$ cat config.mk
export PLATFORM = sky130hd
export DESIGN_NAME = spram256x256_port_ctrl
export DESIGN_NICKNAME = d
export VERILOG_FILES = /design/src/rtl/spram_pkg.sv /design/src/rtl/spram256x256_port_ctrl_rsp_fifo.sv /design/src/rtl/spram256x256_port_ctrl.sv
export SDC_FILE = /design/constraint.sdc
export NUM_CORES = 1
export LEC_CHECK = 0
export BUFFER_PORTS_ARGS = -buffer_cell sky130_fd_sc_hd__buf_2
export CORE_AREA = 2 2 409 411
export CTS_BUF_LIST = sky130_fd_sc_hd__clkbuf_8
export DETAILED_ROUTE_END_ITERATION = 10
export DIE_AREA = 0 0 411 413
export GPL_TIMING_DRIVEN = 1
export PLACE_DENSITY = 0.44
export SYNTH_ARGS = -nofsm -noshare
export SYNTH_HDL_FRONTEND = slang
export SYNTH_SLANG_ARGS = --single-unit
$ cat constraint.sdc
create_clock -name clk -period 16.1 [get_ports clk]
set_input_delay 3.22 -clock clk [delete_from_list [all_inputs] [get_ports clk]]
set_output_delay 3.22 -clock clk [all_outputs]
set_load 0.005 [all_outputs]
$ cat src/rtl/spram_pkg.sv
// Shared widths and grant encoding for the single-port SRAM request controller.
package spram_pkg;

    localparam int SPRAM_ADDR_W = 8;
    localparam int SPRAM_DATA_W = 256;

    typedef enum logic [1:0] {
        GNT_NONE = 2'd0,
        GNT_WR   = 2'd1,
        GNT_RD   = 2'd2
    } gnt_e;

    function automatic int cnt_width(input int depth);
        return $clog2(depth + 1);
    endfunction

endpackage

$ cat src/rtl/spram256x256_port_ctrl_rsp_fifo.sv
// Response buffer: synchronous FIFO with same-cycle push/pop, head-of-queue output.
module spram_rsp_fifo
    import spram_pkg::*;
#(
    parameter int DEPTH = 2,
    parameter int WIDTH = SPRAM_DATA_W,
    parameter int CNT_W = cnt_width(DEPTH)
) (
    input  logic             clk,
    input  logic             rst,
    input  logic             push,
    input  logic             pop,
    input  logic [WIDTH-1:0] push_data,
    output logic [WIDTH-1:0] head,
    output logic [CNT_W-1:0] count
);

    localparam int PTR_W = (DEPTH > 1) ? $clog2(DEPTH) : 1;

    logic [WIDTH-1:0] mem [DEPTH];
    logic [PTR_W-1:0] wr_ptr;
    logic [PTR_W-1:0] rd_ptr;

    function automatic logic [PTR_W-1:0] ptr_inc(input logic [PTR_W-1:0] p);
        return (p == PTR_W'(DEPTH - 1)) ? '0 : p + 1'b1;
    endfunction

    always_ff @(posedge clk) begin
        if (rst) begin
            wr_ptr <= '0;
            rd_ptr <= '0;
            count  <= '0;
        end else begin
            if (push) wr_ptr <= ptr_inc(wr_ptr);
            if (pop)  rd_ptr <= ptr_inc(rd_ptr);
            unique case ({push, pop})
                2'b10:   count <= count + 1'b1;
                2'b01:   count <= count - 1'b1;
                default: count <= count;
            endcase
        end
    end

    always_ff @(posedge clk) begin
        if (!rst && push) mem[wr_ptr] <= push_data;
    end

    assign head = mem[rd_ptr];

    // Credit upstream must make these unreachable.
    always_ff @(posedge clk) begin
        if (!rst) begin
            assert (!(push && !pop && count == CNT_W'(DEPTH)));
            assert (!(pop && count == '0));
        end
    end

endmodule

$ cat src/rtl/spram256x256_port_ctrl.sv
// Write/read channel merger onto one SRAM port with read credit and response buffer.
// Optional SPRAM_PERF_CNT_EN adds request/stall performance counters.
module spram256x256_port_ctrl
    import spram_pkg::*;
#(
    parameter int ADDR_W    = SPRAM_ADDR_W,
    parameter int DATA_W    = SPRAM_DATA_W,
    parameter int RSP_DEPTH = 2
) (
    input  logic              clk,
    input  logic              rst,
    input  logic              wr_valid,
    output logic              wr_ready,
    input  logic [ADDR_W-1:0] wr_addr,
    input  logic [DATA_W-1:0] wr_data,
    input  logic              rd_valid,
    output logic              rd_ready,
    input  logic [ADDR_W-1:0] rd_addr,
    output logic              rsp_valid,
    input  logic              rsp_ready,
    output logic [DATA_W-1:0] rsp_data,
    output logic              sram_ceb,
    output logic              sram_web,
    output logic [ADDR_W-1:0] sram_a,
    output logic [DATA_W-1:0] sram_d,
    input  logic [DATA_W-1:0] sram_q
`ifdef SPRAM_PERF_CNT_EN
    ,
    output logic [31:0]       perf_rd_cnt,
    output logic [31:0]       perf_wr_cnt,
    output logic [31:0]       perf_stall_cnt
`endif
);

    localparam int CNT_W = cnt_width(RSP_DEPTH);

    gnt_e              grant;
    gnt_e              last_grant;
    logic              rd_inflight;
    logic              rd_ok;
    logic              pop;
    logic [CNT_W-1:0]  fifo_cnt;
    logic [CNT_W:0]    credit_used;
    logic [DATA_W-1:0] fifo_head;
    logic [ADDR_W-1:0] a_q;
    logic [DATA_W-1:0] d_q;

    assign pop         = rsp_valid & rsp_ready;
    assign credit_used = {1'b0, fifo_cnt}
                       + (CNT_W+1)'(rd_inflight)
                       - (CNT_W+1)'(pop);
    assign rd_ok       = credit_used < (CNT_W+1)'(RSP_DEPTH);

    always_comb begin
        grant = GNT_NONE;
        if (!rst) begin
            priority case (1'b1)
                wr_valid && rd_valid && rd_ok:
                    grant = (last_grant == GNT_WR) ? GNT_RD : GNT_WR;
                wr_valid:
                    grant = GNT_WR;
                rd_valid && rd_ok:
                    grant = GNT_RD;
                default:
                    grant = GNT_NONE;
            endcase
        end
    end

    assign wr_ready = (grant == GNT_WR);
    assign rd_ready = (grant == GNT_RD);

    always_comb begin
        sram_ceb = 1'b1;
        sram_web = 1'b1;
        sram_a   = a_q;
        sram_d   = d_q;
        unique case (grant)
            GNT_WR: begin
                sram_ceb = 1'b0;
                sram_web = 1'b0;
                sram_a   = wr_addr;
                sram_d   = wr_data;
            end
            GNT_RD: begin
                sram_ceb = 1'b0;
                sram_a   = rd_addr;
                sram_d   = '0;
            end
            default: ;
        endcase
    end

    // Pointer starts on RD so the first contended cycle goes to the write side.
    always_ff @(posedge clk) begin
        if (rst) begin
            last_grant  <= GNT_RD;
            rd_inflight <= 1'b0;
            a_q         <= '0;
            d_q         <= '0;
        end else begin
            if (grant != GNT_NONE) last_grant <= grant;
            rd_inflight <= (grant == GNT_RD);
            a_q         <= sram_a;
            d_q         <= sram_d;
        end
    end

    spram_rsp_fifo #(
        .DEPTH (RSP_DEPTH),
        .WIDTH (DATA_W),
        .CNT_W (CNT_W)
    ) u_rsp_fifo (
        .clk       (clk),
        .rst       (rst),
        .push      (rd_inflight),
        .pop       (pop),
        .push_data (sram_q),
        .head      (fifo_head),
        .count     (fifo_cnt)
    );

    assign rsp_valid = (fifo_cnt != '0);
    assign rsp_data  = rsp_valid ? fifo_head : '0;

`ifdef SPRAM_PERF_CNT_EN
    logic stall;

    assign stall = (wr_valid & ~wr_ready) | (rd_valid & ~rd_ready);

    always_ff @(posedge clk) begin
        if (rst) begin
            perf_rd_cnt    <= '0;
            perf_wr_cnt    <= '0;
            perf_stall_cnt <= '0;
        end else begin
            if (rd_ready && rd_valid) perf_rd_cnt <= perf_rd_cnt + 1'b1;
            if (wr_ready && wr_valid) perf_wr_cnt <= perf_wr_cnt + 1'b1;
            if (stall) perf_stall_cnt <= perf_stall_cnt + 1'b1;
        end
    end
`endif

endmodule
### Word level (Yosys, flattened, before mapping)

Memories as Yosys holds them, arrays and structs flattened. A register that Yosys moved wholly into a read port is not among the register bits.
Index checks and enable logic that the tools add are counted.

| storage, ports and cells | value |
|---|---|
| memories | 1 |
| flip-flop bits (word level) | 271 |
| input port bits | 533 |
| bits in writable memories | 512 |
| output and inout bits | 525 |

Memory list:

| name | words | bits a word | rd ports | clocked after Yosys merged registers in | wr ports | RTL line | RTL |
|---|---|---|---|---|---|---|---|
| u_rsp_fifo.mem | 2 | 256 | 1 | 1 | 1 | spram256x256_port_ctrl_rsp_fifo.sv:20 | `logic [WIDTH-1:0] mem [DEPTH];` |

| cells by class | value |
|---|---|
| magnitude comparators | 1 |
| reductions and logical operators | 9 |
| bitwise logic cells | 1 |
| add/sub/neg operators | 6 |
| eq/ne operators | 5 |
| mux-type cells | 17 |

Operator list:

| kind | count |
|---|---|
| 256-bit one-hot mux with 2 select lines | 1 |
| 256-bit two-way mux | 1 |
| 8-bit one-hot mux with 2 select lines | 1 |
| 2-bit two-way mux | 5 |
| 1-bit two-way mux | 8 |
| 2-bit by 1-bit equality test with 1-bit output (second input constant) | 3 |
| 2-bit nonzero test | 3 |
| 2-bit equality test (second input constant) | 2 |
| 1-bit logical AND | 4 |
| 2-bit one-hot mux with 2 select lines | 1 |
| 2-bit by 1-bit adder with 3-bit output | 1 |
| 3-bit by 2-bit less-than comparator with 1-bit output (second input constant) | 1 |
| 3-bit by 1-bit subtractor with 3-bit output | 1 |
| 1-bit adder (second input constant) | 2 |
| 2-bit by 1-bit adder with 2-bit output (second input constant) | 1 |
| 2-bit OR reduction | 1 |
| 2-bit by 1-bit subtractor with 2-bit output (second input constant) | 1 |
| 1-bit bitwise AND | 1 |
| 1-bit logical NOT | 1 |

### Depth between registers and ports, before layout

| depth | value |
|---|---|
| word-level depth | 12 |
| mapped depth | 16 |

### By module

Synthesis repeated with hierarchy kept, for this count alone.

| second synthesis, totals | value |
|---|---|
| cell total of the unflattened synthesis | 2536 |
| area, all modules | 30913.4 sq um |

By module, submodules not included:

| module | area an instance (sq um) | cells an instance | seq. area each (sq um) | instances |
|---|---|---|---|---|
| spram_rsp_fifo | 18758.0 | 816 | 15474.8 | 1 |
| spram256x256_port_ctrl | 12155.4 | 1720 | 5345.1 | 1 |

### Least setup slack after synthesis

OpenSTA, ideal clock, no wires.

| path | value |
|---|---|
| kind | input-to-reg |
| start point | input rst |
| end point | memory u_rsp_fifo.mem[0][0] (netlist name) (enable) |
| cell stages on the path | 3 |
| arrival | 14131 ps |
| setup slack | 1092 ps |
| setup time | 877 ps |
| cell sequence | buf_2 -> nand2b_1 -> nor2_1 |

| between the ends | value |
|---|---|
| longest elaborated chain between the ends | 4 |

Ends and longest elaborated chain:

| element | RTL line | RTL |
|---|---|---|
| start: declaration | spram256x256_port_ctrl.sv:11 | `input logic rst,` |
| 1-bit logical NOT | spram256x256_port_ctrl_rsp_fifo.sv:45 | `if (!rst && push) mem[wr_ptr] <= push_data;` |
| 1-bit logical AND | spram256x256_port_ctrl_rsp_fifo.sv:45 |  |
| 1-bit two-way mux | spram256x256_port_ctrl_rsp_fifo.sv:45 |  |
| 1-bit two-way mux (implied by the code) | spram256x256_port_ctrl_rsp_fifo.sv:45 |  |
| end: declaration | spram256x256_port_ctrl_rsp_fifo.sv:20 |  |

Every way passes these cells.

### Worst setup path in the final report

| path | value |
|---|---|
| start point | input rsp_ready |
| end point | output sram_d[240] |

| between the ends | value |
|---|---|
| longest elaborated chain between the ends | 10 |
| elaborated cells on any way between the ends | 12 |

Ends and longest elaborated chain:

| element | RTL line | RTL |
|---|---|---|
| start: declaration | spram256x256_port_ctrl.sv:20 | `input logic rsp_ready,` |
| 1-bit bitwise AND * | spram256x256_port_ctrl.sv:48 | `assign pop = rsp_valid & rsp_ready;` |
| 3-bit by 1-bit subtractor with 3-bit output * | spram256x256_port_ctrl.sv:51 | `- (CNT_W+1)'(pop);` |
| 3-bit by 2-bit less-than comparator with 1-bit output * | spram256x256_port_ctrl.sv:52 | `assign rd_ok = credit_used < (CNT_W+1)'(RSP_DEPTH);` |
| 1-bit logical AND | spram256x256_port_ctrl.sv:62 | `rd_valid && rd_ok:` |
| 2-bit two-way mux (2 in series) | spram256x256_port_ctrl.sv:57 | `priority case (1'b1)` |
| 2-bit two-way mux * | spram256x256_port_ctrl.sv:57 |  |
| 2-bit two-way mux * | spram256x256_port_ctrl.sv:56 | `if (!rst) begin` |
| 2-bit equality test / 2-bit by 1-bit equality test with 1-bit output (equally long branches) | spram256x256_port_ctrl.sv:78 | `unique case (grant)` |
| 256-bit one-hot mux with 2 select lines * | spram256x256_port_ctrl.sv:78 |  |
| end: declaration | spram256x256_port_ctrl.sv:25 | `output logic [DATA_W-1:0] sram_d,` |

Mark *: on every way between the ends. The rest lies on a longest branch, timed or not.

==> summary.md <==
| Metric | Value |
|---|---|
| Area growth, synth to finish | 32.5% |
| Yosys cell types | 33 |
| Worst vdd ir | 75.6 uV |
| DR vias/cell | around 3.9 |
| Worst Hold Class | flip-flop to flip-flop |
| Pre-CTS WS | approximately 4.4 ns |
| Critical path's top delay family | simple AND/OR/NAND/NOR gates |
| Via count | approximately 23000 |
| Die Width | 411 um |
| Most common cell in the netlist | nand2_1 |
| Resized Gates After CTS | 0 |
| Post-CTS setup buffer count | 0 |
| Leading area contributor after synthesis | edfxtp_1 |
| Critical-path cell list | buf_2, and3b_1, or2_2, nand2_1, fa_1, and4_1, or3_1, ha_1, and2_4, buf_4, nand2_1, nand2_1, buf_2 |
| Hold buffers post-CTS | 0 |
| Reg clk slew, reported paths | 0.05 ns |
| Max cap viols | 0 |
| Critical Path RT | 12.88 ns |
| Die area | 0.170 mm^2 |
| Final setup fails | 0 |
| Fin util | 0.250 |
| Yosys top cell area share | 0.491 |
| Mean post-synth cell area | about 12 um^2 |
| Final Cell Area | around 0.041 mm^2 |
| DIE HEIGHT | 413 um |
| Congestion Overflow GR | 0 |
| Crit path DAT | about 8.4 ns |
| Top cells by area, synth | edfxtp_1 (49%), dfxtp_1 (17%), mux2i_1 (8.2%), nand2_1 (6.8%), a21oi_2 (5.6%) |
| Post-synthesis net count | about 3000 |
| FF+latch count, synth | approximately 780 |
| Final #Nets | around 4200 |
| Netlist Area Pre-Place | between 0.03 and 0.04 mm^2 |
| Post-synth ARST share | 0 |
| Synth Flop Type | edfxtp_1 |
| Seq pwr share | 0.496 |
| Max Fanout on Critical Path | between 70 and 80 |
| CP most frequent cell | nand2_1 |
| Worst Skew | around 0.073 ns |
| CTS tree | done |
| DP Cell Count | around 5700 |
| Setup_tns | 0 ns |
| DRT Wirelength | between 100000 and 150000 um |
| DP HPWL | about 84000 um |
| LEAKAGE | approximately 17 nW |
| Post-route DRC | 0 |
| PnR worst setup slack | around 4.5 ns |
| Yosys warns | 0 |
| Num CTS Buffers | ~150 |
| Logic gate share of total power | 0.065 |
| Starting Density | 0.189 |
| Placer Congestion | ~0.86 |
| I/O pin count | 1058 |
| Clock Latency Late Sink | 0.92 ns |
| RSZ-0062 raised after global routing | no |
| DRT iter0 DRCs | 1062 |
| Clock root cell | clkbuf_8 |
| Overall power | 4.38 mW |
| Router iterations before antenna repair | 4 |
| Slew headroom | 0.268 |
| FP Rows | 150 |
| Reg-to-reg slack, setup | between 10 and 15 ns |
| Clk buf depth | 3 |
| Layout cells sized above 1 | 0.450 |
| Worst-margin pin slew | 1.10 ns |
| Sw Ratio | 0.251 |
| Via count of the first global-routing pass | about 23000 |
| Fin cells | slightly below 6000 |
| Mapped Cells | ~2500 |
| H-tree Lvls | 4 |
| GR Util All Layers | 0.129 |
| Run status | completed |
| Post-DP Area | ~0.039 mm^2 |
| Max Clk Rate | roughly 86 MHz |
| Internal | approximately 3.3 mW |
| Maximum number of pins on one net before global-route repair | roughly 150 |
| Kind of critical path | primary input to output pin |
| Pwr Density | between 100 and 150 mW/mm^2 |
| Fin. max-slew vios | 0 |
| Minimum clock period | ~12 ns |
| Antenna violations before repair | 63 |
| Final period util | 0.721 |
| Core area | roughly 0.17 mm^2 |
| Post-synthesis sequential area ratio | 0.665 |
| Min Hold Slack | between 0.4 and 0.5 ns |
| Largest stage delay on the critical path | 1.00 ns |
| Final Hold Fails | 0 |
| Crit path launch type | primary input |
| Post-synth EDFFs | 512 |
| CP bufs+invs | 3 |
| CP max stage cell | and2_4 |
| ANT nets after route | 0 |
| Clock Power Share | 0.440 |
| Clk sinks | 784 |
| Critical Path Sink Type | output pin |
| First-pass GRT wire length | about 160000 um |
| Commonest cells in the netlist | nand2_1 (570), edfxtp_1 (512), dfxtp_1 (272), nor2_1 (272), mux2i_1 (257) |
| Switching power | 1.10 mW |
| Wire per inst | 19.3 um |
| Port Buf Inserts | about 1100 |
## path summary, 6_finish.rpt
kind | from | endpoint | cells after the start
worst min-delay path | d_q[224] | d_q[224] | 2
worst min register to register | d_q[224] | d_q[224] | 2
worst max register to register | u_rsp_fifo.count[1] | d_q[251] | 12
worst max-delay path | rsp_ready | sram_d[240] | 13
## final cells by class
cell class	count	area [um^2]
Tap cell	2204	2760
Inverter	5	26.3
Antenna cell	21	52.6
Sequential cell	784	20800
Clock inverter	95	621
Timing Repair Buffer	1082	5540
Clock buffer	163	2240
Fill cell	18064	124000
Multi-Input combinational cell	1608	9410
## power groups by stage
stage	sequential [mW]	clock [mW]	combinational, mW
after CTS	2.17	2.03	0.290
after floorplan	2.22	0	0.132
after global placement	2.21	0	0.287
after detailed placement	2.21	0	0.289
after global routing	2.17	2.10	0.311
final	2.17	1.93	0.283
## routing by layer
layer | GRT usage | wire [um] | vias up
met5 | 0 | 211 | -
met4 | 0.0512 | 3520 | 34
met3 | 0.0622 | 12400 | 256
met2 | 0.211 | 54400 | 912
met1 | 0.144 | 44800 | 10896
li1 | - | - | 10907
## tightest hold or removal path, delay by kind of cell (launching register included)
kind / cells / cell delay (ns)
flops: 1 / 0.29
compound gates: 1 / 0.06
simple gates: 1 / 0.07
## sequential cells by signal, summed over array words and instances, names as in the netlist, named ones only
| register | count |
|---|---|
| u_rsp_fifo.rd_ptr | 1 |
| u_rsp_fifo.wr_ptr | 1 |
| d_q | 256 |
| u_rsp_fifo.mem | 512 |
| last_grant | 2 |
| rd_inflight | 1 |
| a_q | 8 |
| u_rsp_fifo.count | 2 |
## cell families (layout without fill, tap and decap cells)
group | Yosys count | count (layout) | share of synthesized area
multiplexers | 257 | 257 | 0.0822
XOR/XNOR | 3 | 3 | 0.000840
other | 0 | 21 | 0
AO/OA/AOI/OAI | 280 | 280 | 0.0696
flip-flops | 784 | 784 | 0.665
AND/OR/NAND/NOR | 1064 | 1064 | 0.145
buffers and inverters | 155 | 1345 | 0.0349
adder cells (fa/ha/maj) | 4 | 4 | 0.00184
## cell usage in the layout, fill, tap and decap left out, types with 11 or more instances in the layout
cell and instances:
diode_2 21, mux2i_1 257, clkbuf_8 163, a21oi_1 66, buf_4 21, inv_1 48, nor2_1 269, dfxtp_1 271
nor2b_1 11, nand2_2 200, clkinv_1 24, buf_2 1056, edfxtp_1 512, a21oi_2 200, nand2_1 570
Note: power is estimated with default switching activity, not from simulation.
